===== config.mk =====
export PLATFORM = sky130hd
export DESIGN_NAME = fetch_queue
export DESIGN_NICKNAME = d
export VERILOG_FILES = /design/src/rtl/fetch_queue.sv
export SDC_FILE = /design/constraint.sdc
export NUM_CORES = 1
export LEC_CHECK = 0
export CAP_MARGIN = 10
export CELL_PAD_IN_SITES_DETAIL_PLACEMENT = 2
export CELL_PAD_IN_SITES_GLOBAL_PLACEMENT = 2
export CORE_MARGIN = 2
export CORE_UTILIZATION = 41
export CTS_BUF_LIST = sky130_fd_sc_hd__clkbuf_4 sky130_fd_sc_hd__clkbuf_8
export DETAILED_ROUTE_END_ITERATION = 10
export GPL_TIMING_DRIVEN = 0
export PLACE_DENSITY_LB_ADDON = 0.25
export REMOVE_ABC_BUFFERS = 1
export SYNTH_ARGS = -nofsm -noshare
export SYNTH_HDL_FRONTEND = slang
export SYNTH_SLANG_ARGS = --single-unit

===== constraint.sdc =====
create_clock -name clk -period 4.9 [get_ports clk]
set_input_delay 0.49 -clock clk [delete_from_list [all_inputs] [get_ports clk]]
set_output_delay 0.49 -clock clk [all_outputs]
set_load 0.02 [all_outputs]

===== src/rtl/fetch_queue.sv =====
// Fetch queue: PC generator feeding a circular buffer of fetch bundles toward decode.
// Defining FETCH_QUEUE_BYPASS_EN lets an empty queue forward the fetched bundle combinationally.
module fetch_queue #(
  parameter int unsigned CORE_WIDTH  = 2,
  parameter int unsigned QUEUE_DEPTH = 4,
  parameter logic [31:0] RESET_PC    = 32'h0
) (
  input  logic                          clk,
  input  logic                          rst,
  output logic [31:0]                   pc_addr,
  input  logic [CORE_WIDTH*32-1:0]      instruction_blk,
  input  logic                          redirect_valid,
  input  logic [31:0]                   redirect_pc,
  input  logic                          deq_ready,
  output logic                          deq_valid,
  output logic [CORE_WIDTH*32-1:0]      deq_instr_blk,
  output logic [31:0]                   deq_pc,
  output logic [$clog2(QUEUE_DEPTH):0]  queue_count
);

  localparam int unsigned PtrW = $clog2(QUEUE_DEPTH);
  localparam int unsigned CntW = PtrW + 1;
  localparam int unsigned BlkW = CORE_WIDTH * 32;
  localparam logic [CntW-1:0] Full   = CntW'(QUEUE_DEPTH);
  localparam logic [31:0]     PcStep = 32'(4 * CORE_WIDTH);

  logic [31:0]     pc_q, pc_d;
  logic [PtrW-1:0] head_q, head_d, tail_q, tail_d;
  logic [CntW-1:0] count_q, count_d;
  logic [BlkW-1:0] blk_q [QUEUE_DEPTH];
  logic [31:0]     bpc_q [QUEUE_DEPTH];

  logic fetch_fire, bypass, enq, deq;
  logic unused_redirect_lsb;

  assign unused_redirect_lsb = ^redirect_pc[1:0];

  assign fetch_fire = !rst && !redirect_valid && (count_q != Full);

`ifdef FETCH_QUEUE_BYPASS_EN
  assign bypass = fetch_fire && (count_q == '0);
`else
  assign bypass = 1'b0;
`endif

  // Only a buffered head can be popped; an accepted bypass bundle never takes an entry.
  assign deq = deq_ready && (count_q != '0);
  assign enq = fetch_fire && !(bypass && deq_ready);

  assign pc_addr     = pc_q;
  assign queue_count = count_q;

  always_comb begin
    deq_valid     = (count_q != '0);
    deq_instr_blk = blk_q[head_q];
    deq_pc        = bpc_q[head_q];
`ifdef FETCH_QUEUE_BYPASS_EN
    if (bypass) begin
      deq_valid     = 1'b1;
      deq_instr_blk = instruction_blk;
      deq_pc        = pc_q;
    end
`endif
  end

  always_comb begin
    pc_d    = pc_q;
    head_d  = head_q;
    tail_d  = tail_q;
    count_d = count_q;
    if (redirect_valid) begin
      pc_d    = {redirect_pc[31:2], 2'b00};
      head_d  = '0;
      tail_d  = '0;
      count_d = '0;
    end else begin
      if (fetch_fire) pc_d = pc_q + PcStep;
      if (enq) tail_d = tail_q + 1'b1;
      if (deq) head_d = head_q + 1'b1;
      case ({enq, deq})
        2'b10:   count_d = count_q + 1'b1;
        2'b01:   count_d = count_q - 1'b1;
        default: ;
      endcase
    end
  end

  always_ff @(posedge clk) begin
    if (rst) begin
      pc_q    <= RESET_PC;
      head_q  <= '0;
      tail_q  <= '0;
      count_q <= '0;
    end else begin
      pc_q    <= pc_d;
      head_q  <= head_d;
      tail_q  <= tail_d;
      count_q <= count_d;
    end
  end

  always_ff @(posedge clk) begin
    if (rst) begin
      for (int i = 0; i < QUEUE_DEPTH; i++) begin
        blk_q[i] <= '0;
        bpc_q[i] <= '0;
      end
    end else if (enq) begin
      blk_q[tail_q] <= instruction_blk;
      bpc_q[tail_q] <= pc_q;
    end
  end

endmodule


==> results.json <==
{
  "status": "completed",
  "viasPerCell": 5.43,
  "required_ps": 5190,
  "setup_violations": 0,
  "wl_per_cell_um": 26.2,
  "cts_hold_buf": 0,
  "drt-total-wl_um": 54600,
  "drive_gt1_share_pct": 17.7,
  "slew_viol_final": 0,
  "design.portCount": 232,
  "endpoint_kind": "register",
  "ys_warn_count": 0,
  "synth-edff-count": 376,
  "die_area_um2": 46200,
  "cts_tree": "yes",
  "start_util_pct": 41.4,
  "synth_top_area_share_pct": 61.8,
  "drv_cap": 0,
  "vdd.ir_drop.worst_v": 0.000181,
  "dr_total_vias": 11300,
  "fp.dieH_um": 215,
  "placedCellCount": 1951,
  "place.gp.congestion": 0.730,
  "yosys_most_used_dff": "edfxtp_1",
  "cp-start-kind": "input pin",
  "grt_overflow": 0,
  "areaGrowthSynthToFinish_pct": 26.0,
  "h-tree-depth": 3,
  "cp_common_cell": "buf_16",
  "insertion_delay_ps": 630,
  "ant_nets": 0,
  "fmaxAchievable_mhz": 244,
  "critical_path.top_delay_family": "simple AND/OR/NAND/NOR gates",
  "seq_area_frac_synth_pct": 66.1,
  "cts_max_path_buffers": 3,
  "min_period_ps": 4090,
  "numCtsBuffers": 73,
  "antenna_found_initial": 1,
  "clock-sinks": 415,
  "synth.most_common_cell": "edfxtp_1",
  "die_x_um": 215,
  "crit_chain": "clkdlybuf4s50_1 > or2_1 > nor2_2 > inv_2 > nor3_2 > or2_4 > buf_16 > buf_16",
  "p_leak_nw": 8.40,
  "synth_common_cells": "376 x edfxtp_1, 279 x and2_1, 94 x mux4_2",
  "final_nets": 1537,
  "ys_async_sr_fraction_pct": 0,
  "ys_types": 52,
  "place_ws_ps": 89.5,
  "post_cts_buffers": 0,
  "fin_crit_sh_pct": 83.5,
  "synth.largest_area_cell": "edfxtp_1",
  "io_buffers": 225,
  "synth_area_leaders": "edfxtp_1 62%, mux4_2 12%, and2_1 9.6%",
  "avgSynthCellArea_um2": 15.3,
  "synth_cells": 1194,
  "grt_pass1_vias": 13000,
  "clkTransAtPathRegs_ps": 60,
  "netlist_area_um2": 18300,
  "rsz0062_at_grt": "no",
  "layout_setup_ws_ps": 807,
  "grt_start_max_net_pins": 56,
  "drt_iter0_drc": 741,
  "grtUsageTotal_pct": 24.1,
  "fin_util_pct": 52.1,
  "core.rowCount": 77,
  "cts_root_buf": "clkbuf_8",
  "core_um2": 44100,
  "arrival_ps": 4380,
  "fin_cells": 2083,
  "stdcell_area_um2": 23000,
  "slowest_delay_ps": 880,
  "crit_path_top_delay_cell": "clkdlybuf4s50_1",
  "cts-resized-gates": 0,
  "hold_violations": 0,
  "drcViolationCount": 0,
  "synth-seq-cells": 415,
  "hp-class": "input pin to register",
  "pwr_density_cell_nw_per_um2": 351,
  "max_slew_margin_pct": 38.1,
  "crit_buf_inv": 4,
  "drt-pass1-iter-count": 4,
  "skew_ps": 24.1,
  "hpwl_um": 34800,
  "cp_max_fo": 36,
  "grt_pass1_wl_um": 83100,
  "worst_slew_pin_slew_ps": 923,
  "path_class": "input pin to register",
  "dpl_cell_area_um2": 21600
}
cell type report:
| cell class | instances | area, um2 |
|---|---|---|
| Timing Repair Buffer | 261 | 2950 |
| Sequential cell | 415 | 12100 |
| Clock inverter | 26 | 109 |
| Antenna cell | 1 | 2.50 |
| Multi-Input combinational cell | 675 | 5790 |
| Fill cell | 4065 | 21100 |
| Inverter | 8 | 30.0 |
| Clock buffer | 105 | 1290 |
| Tap cell | 592 | 741 |
sequential cells by signal, indices dropped and copies added (netlist names), named ones only:
register and count:
blk_q 256, bpc_q 120, pc_addr 30, queue_count 3, head_q 2, tail_q 2
power by group:
group / switching (mW) / leakage (nW) / internal [mW]
clock network: 1.44 / 0.746 / 1.69
logic: 0.417 / 3.42 / 0.369
registers: 0.0992 / 4.23 / 4.06
path summary, 6_finish.rpt:
kind              slack [ps]             from  cells past startpoint      endpoint
setup reg to reg        1470   queue_count[0]                      8  blk_q[0][53]
setup / recovery         810   redirect_valid                      8  blk_q[0][53]
hold / removal           440  redirect_pc[23]                      3   pc_addr[23]
hold reg to reg          530        head_q[1]                      2     head_q[1]
worst min-delay path, stage by stage:
cell and delay [ps]:
clkdlybuf4s50_1 390, nor2_1 80, a211oi_1 50
layout by cell type, fill, tap and decap left out, types with 24 or more instances in the layout:
cell type,instances
and3_1,93
dfxtp_1,37
and2_1,279
clkdlybuf4s50_1,224
clkbuf_8,81
clkbuf_4,24
nand2_1,27
edfxtp_1,376
nor2_1,35
mux4_2,94
per-stage QoR:
stage	power [mW]	hold slack (ps)	setup TNS (ps)
floorplan	4.55	485	-125930
global placement	4.96	507	-4573310
detailed placement	5.03	511	0
CTS	8.17	400	0
global route	8.36	441	0
finish	8.08	441	0
per-layer routing:
metal | track usage (%) | up-vias | share of wire (%)
met2 | 42.3 | 290 | 52
met3 | 4.05 | 84 | 4.1
met4 | 7.17 | 2 | 2.1
li1 | - | 4962 | -
met1 | 30.6 | 5965 | 42
met5 | 0 | - | 0.027
cells by family after synthesis:
group | synth area share, %
AOI/OAI and AO/OA | 1.69
xor gates and xnor gates | 1.15
adders and majority gates | 0.247
buffers and inverters | 2.49
DFF | 66.1
muxes | 11.9
other | 0.0205
and+or+nand+nor | 16.4
No activity file was read; power rests on OpenSTA's default activity.
